[src/rtl/adder_delay_counter.sv]
`timescale 1ns/1ps
`default_nettype none
// ============================================================================
// Module      : adder_delay_counter
// Description : Ring-oscillator edge counter for adder delay measurement.
//               Counts synchronized rising edges of ring_in over a programmable
//               window of wb_clk_i cycles; saturating count with overflow flag.
//               Optional macro ADDER_DELAY_COUNTER_GLITCH_FILTER_EN enables a
//               2-high-after-2-low edge qualifier (ARM grows to 3 cycles).
// Revision    : 1.0 - initial release
// ============================================================================
module adder_delay_counter #(
    parameter int CNT_W = 32,
    parameter int WIN_W = 16
) (
    input  logic             wb_clk_i,
    input  logic             wb_rst_n,
    input  logic             ring_in,
    input  logic             start,
    input  logic [WIN_W-1:0] window_cycles,
    output logic             busy,
    output logic             done,
    output logic [CNT_W-1:0] count,
    output logic             overflow
);

    typedef enum logic [1:0] {
        S_IDLE  = 2'd0,
        S_ARM   = 2'd1,
        S_COUNT = 2'd2,
        S_DONE  = 2'd3
    } state_t;

    // ARM length is C_ARM_LAST + 1 cycles; long enough to flush the edge pipe
`ifdef ADDER_DELAY_COUNTER_GLITCH_FILTER_EN
    localparam logic [1:0] C_ARM_LAST = 2'd2;
`else
    localparam logic [1:0] C_ARM_LAST = 2'd1;
`endif
    localparam logic [WIN_W-1:0] C_WIN_ONE = WIN_W'(1);
    localparam logic [CNT_W-1:0] C_CNT_ONE = CNT_W'(1);

    logic             r_sync1;
    logic             r_sync2;
    logic             w_rise;
    state_t           r_state;
    logic [1:0]       r_arm_cnt;
    logic [WIN_W-1:0] r_window;
    logic [WIN_W-1:0] r_remain;
    logic [CNT_W-1:0] r_count;
    logic [CNT_W-1:0] w_count_inc;
    logic             r_overflow;
    logic             r_busy;
    logic             r_done;

    // Two-flop synchronizer for the asynchronous ring oscillator output
    always_ff @(posedge wb_clk_i) begin
        if (!wb_rst_n) begin
            r_sync1 <= 1'b0;
            r_sync2 <= 1'b0;
        end else begin
            r_sync1 <= ring_in;
            r_sync2 <= r_sync1;
        end
    end

`ifdef ADDER_DELAY_COUNTER_GLITCH_FILTER_EN
    logic [2:0] r_hist;

    // History of the synchronized level: [0] is one cycle old, [2] three
    always_ff @(posedge wb_clk_i) begin
        if (!wb_rst_n) begin
            r_hist <= 3'b000;
        end else begin
            r_hist <= {r_hist[1:0], r_sync2};
        end
    end

    // Qualified edge: high for two cycles after being low for at least two
    assign w_rise = r_sync2 & r_hist[0] & ~r_hist[1] & ~r_hist[2];
`else
    logic r_hist;

    // Single history flop for plain rising-edge detection
    always_ff @(posedge wb_clk_i) begin
        if (!wb_rst_n) begin
            r_hist <= 1'b0;
        end else begin
            r_hist <= r_sync2;
        end
    end

    assign w_rise = r_sync2 & ~r_hist;
`endif

    assign w_count_inc = r_count + C_CNT_ONE;

    // Measurement FSM: accept start, flush the edge pipe, count, then hold
    always_ff @(posedge wb_clk_i) begin
        if (!wb_rst_n) begin
            r_state    <= S_IDLE;
            r_arm_cnt  <= 2'd0;
            r_window   <= '0;
            r_remain   <= '0;
            r_count    <= '0;
            r_overflow <= 1'b0;
            r_busy     <= 1'b0;
            r_done     <= 1'b0;
        end else begin
            case (r_state)
                S_IDLE, S_DONE: begin
                    if (start) begin
                        r_window   <= window_cycles;
                        r_count    <= '0;
                        r_overflow <= 1'b0;
                        r_done     <= 1'b0;
                        r_busy     <= 1'b1;
                        r_arm_cnt  <= 2'd0;
                        r_state    <= S_ARM;
                    end
                end
                S_ARM: begin
                    if (r_arm_cnt == C_ARM_LAST) begin
                        if (r_window == '0) begin
                            r_state <= S_DONE;
                            r_done  <= 1'b1;
                            r_busy  <= 1'b0;
                        end else begin
                            r_state  <= S_COUNT;
                            r_remain <= r_window;
                        end
                    end else begin
                        r_arm_cnt <= r_arm_cnt + 2'd1;
                    end
                end
                S_COUNT: begin
                    // Saturate at all-ones; overflow flags reaching the ceiling
                    if (w_rise && !(&r_count)) begin
                        r_count <= w_count_inc;
                        if (&w_count_inc) begin
                            r_overflow <= 1'b1;
                        end
                    end
                    r_remain <= r_remain - C_WIN_ONE;
                    if (r_remain == C_WIN_ONE) begin
                        r_state <= S_DONE;
                        r_done  <= 1'b1;
                        r_busy  <= 1'b0;
                    end
                end
                default: begin
                    r_state <= S_IDLE;
                    r_busy  <= 1'b0;
                    r_done  <= 1'b0;
                end
            endcase
        end
    end

    assign busy     = r_busy;
    assign done     = r_done;
    assign count    = r_count;
    assign overflow = r_overflow;

endmodule
`default_nettype wire

[config.mk]
export PLATFORM = sky130hd
export DESIGN_NAME = adder_delay_counter
export DESIGN_NICKNAME = d
export VERILOG_FILES = /design/src/rtl/adder_delay_counter.sv
export SDC_FILE = /design/constraint.sdc
export NUM_CORES = 1
export LEC_CHECK = 0
export ABC_AREA = 0
export BUFFER_PORTS_ARGS = -buffer_cell sky130_fd_sc_hd__buf_4
export CAP_MARGIN = 20
export CORE_MARGIN = 4
export CORE_UTILIZATION = 58
export CTS_CLUSTER_SIZE = 40
export DETAILED_ROUTE_END_ITERATION = 8
export PLACE_DENSITY = 0.8
export SYNTH_ARGS = -nofsm -noshare
export SYNTH_HDL_FRONTEND = slang
export SYNTH_SLANG_ARGS = --single-unit
[constraint.sdc]
create_clock -name wb_clk_i -period 3.2 [get_ports wb_clk_i]
set_input_delay 0.32 -clock wb_clk_i [delete_from_list [all_inputs] [get_ports wb_clk_i]]
set_output_delay 0.32 -clock wb_clk_i [all_outputs]
set_load 0.01 [all_outputs]
==> results.py <==
metrics = {
    "outcome": {
        "outcome": "finished clean",
    },
    "sta": {
        "fin_skew_ns": 0.01212,
        "period_needed_ns": 2.911,
        "fmax_ghz": 0.3435,
        "relSlewSlack_pct": 51.92,
        "tightest_slew_ns": 0.7212,
        "hold_violations": 0,
        "setup_ws_ns": 0.2892,
        "slew_violations": 0,
        "fin_crit_sh_pct": 90.96,
        "rsz0062_at_grt": "no",
        "hold_ws_ns": 0.2009,
        "setup_viol": 0,
        "fin_setup_tns_ns": 0,
    },
    "finish": {
        "num-fill-cells": 656,
        "drive_above_1_share_pct": 15.02,
        "nNetsFinal": 649,
        "num_antenna_cells": 0,
        "fin_util_pct": 68.67,
        "area_growth_pct": 13.89,
        "final_cells": 725,
    },
    "global_route": {
        "grt_pass1_wl_um": 20870,
        "grt_pass1_vias": 4399,
        "grtUsageMet3_pct": 3.315,
        "overflow": 0,
        "antenna_found_initial": 0,
        "grt_max_degree": 57,
        "track_usage_pct": 28.76,
        "use_met1_pct": 35.54,
        "use_met2_pct": 49.80,
        "top_usage_layer": "met2",
    },
    "place": {
        "gpl.final_weighted_congestion": 0.9196,
        "dp_cells": 710,
        "dp_hpwl_um": 8607,
        "io_buffers": 54,
        "place_ws_ns": 0.4926,
    },
    "detailed_routing": {
        "vias": 4702,
        "drt_iter0_drc": 293,
        "avgViaCountPerCell": 6.486,
        "first_pass_iters": 5,
        "drc": 0,
        "final_antenna_net_count": 0,
        "routed_wl_um": 12690,
        "wl_per_cell_um": 17.50,
    },
    "clocking": {
        "cts_buffer_depth": 2,
        "clkSinkCount": 74,
        "ctsResizeCount": 0,
        "clock_latency_ns": 0.35,
        "tritoncts": "yes",
        "hold_buffers": 0,
        "cts_setup_buffers": 0,
        "path_clk_slew_ns": 0.08,
        "root_buffer": "clkbuf_8",
        "cts_buffers": 9,
        "h-tree-depth": 3,
    },
    "worst_setup_path": {
        "crit_slowest_cell": "a2111oi_0",
        "reg2reg_depth": 8,
        "path_class": "flop to flop",
        "crit_path_end_kind": "flop",
        "cp.required_ns": 3.47,
        "cpMostUsedCell": "nand4_1",
        "path_max_fanout": 11,
        "reg2reg_to": "overflow$_SDFFE_PN0P_",
        "slowest_delay_ns": 0.65,
        "cp.arrival_ns": 3.18,
        "critical_path.top_delay_family": "simple AND/OR/NAND/NOR gates",
        "r2r_setup_slack_ns": 0.29,
        "start_kind": "flop",
        "crit_chain": "ha_1 -> nand3_1 -> nor4_1 -> buf_4 -> nand4_1 -> a2111oi_0 -> nand4_1 -> o31ai_1",
        "cp.buffers_inverters": 1,
        "timing.rr.start": "count[1]$_SDFFE_PN0P_",
    },
    "synth": {
        "synth-seq-area-share_pct": 33.69,
        "synthCells": 591,
        "syn-num-nets": 618,
        "postSynthAreaPerCell_um2": 7.439,
        "yosysMostFrequentCell": "nand2_1",
        "synth-seq-cells": 74,
        "synth.distinct_cells": 60,
        "synthTopCellsByCount": "nand2_1, dfxtp_1, a21oi_1",
        "async_flop_share_pct": 0,
        "synth_top_flop_cell": "dfxtp_1",
        "yosysTopAreaCellShare_pct": 33.69,
        "ys_warn_count": 0,
        "syn_area_um2": 4397,
        "synth_area_leaders": "dfxtp_1, nand2_1, a21oi_1",
        "synth_area_leader_cell": "dfxtp_1",
        "synth_enable_flop_cells": 0,
    },
    "floorplan": {
        "die_height_um": 95.07,
        "die_area_um2": 9037,
        "die_w_um": 95.07,
        "initial_utilization_pct": 60.30,
        "num_rows": 31,
        "core-area_um2": 7292,
        "pin_count": 55,
    },
    "power_and_ir_drop": {
        "power_density_nw_per_um2": 633.3,
        "ir_drop_uv": 485.5,
        "total_leakage_power_nw": 1.688,
    },
    "worst_hold_path": {
        "hold_depth": 2,
        "min_path_type": "primary input to flop",
        "hold_end": "r_sync1$_SDFF_PN0_",
        "min-delay-start": "ring_in",
    },
    "flow_run": {
        "maxCapViolCount": 0,
    },
}
registers in the layout (all words and copies together), names as in the netlist, 2 cells and up:
register / count
count: 32
r_arm_cnt: 2
r_remain: 16
r_state: 2
r_window: 16
cells in the final DEF (no fill, tap or decap), drive strengths merged, types with 6 or more instances in the layout:
master  netlist  layout
a21oi        59      59
ha            7       7
a31oi        13      13
nor3         20      20
dfxtp        74      74
and3          6       6
buf          20      70
nand2        91      91
clkbuf       30      13
nand4b        6       6
and2         10      10
a22oi         7       7
nand4        21      21
o21a          9       9
xnor2         7       7
o21ai        29      29
mux2i         6       6
nand3        24      24
inv          17      17
nor4         21      21
nor2         32      32
kinds of logic after synthesis:
logic type,count (synthesis),synth area share [%]
multiplexers,6,1.366
flip-flops,74,33.69
XOR/XNOR,7,1.394
AO/OA/AOI/OAI,169,25.19
AND/OR/NAND/NOR,261,30.02
adder cells (fa/ha/maj),7,1.992
buffers and inverters,67,6.346
report_power, final:
part	leakage [nW]	total, W	internal [W]	switching (W)
clock network	0.0835	0.000655	0.000300	0.000354
logic	1.00	0.00138	0.000468	0.000912
registers	0.601	0.00114	0.00103	0.000101
total	1.69	0.00317	0.00180	0.00137
layer usage:
| layer | up-vias | part of all wire (%) |
|---|---|---|
| li1 | 2243 | - |
| met1 | 2232 | 41 |
| met2 | 187 | 49 |
| met3 | 40 | 6.4 |
| met4 | 0 | 3.2 |
| met5 | - | 0 |
cell type report:
cell class	count	area, um^2	area share, %
multi-input combinational	450	2650	52.92
sequential	74	1481	29.59
timing repair buffer	70	525.5	10.49
clock buffer	13	148.9	2.974
tap	99	123.9	2.474
inverter	17	63.81	1.274
clock inverter	2	13.76	0.2749
how the worst max path moves through the flow:
| stage | from | end | slack (ns) | cells past startpoint |
|---|---|---|---|---|
| floorplan | count[1]$_SDFFE_PN0P_ | overflow$_SDFFE_PN0P_ | 0.73 | 9 |
| CTS | count[1]$_SDFFE_PN0P_ | overflow$_SDFFE_PN0P_ | 0.46 | 8 |
| global route | count[1]$_SDFFE_PN0P_ | overflow$_SDFFE_PN0P_ | 0.06 | 8 |
| global placement | count[1]$_SDFFE_PN0P_ | overflow$_SDFFE_PN0P_ | 0.48 | 8 |
| detailed placement | count[1]$_SDFFE_PN0P_ | overflow$_SDFFE_PN0P_ | 0.49 | 8 |
| finish | count[1]$_SDFFE_PN0P_ | overflow$_SDFFE_PN0P_ | 0.29 | 8 |
per-stage QoR:
stage	instance area (um^2)	total power, W
after detailed placement	4845	0.002506
after global routing	5007	0.003395
after global placement	4845	0.002456
after floorplan	4397	0.002110
final	5007	0.003171
after CTS	5007	0.003158
No activity file was read; power rests on OpenSTA's default activity.
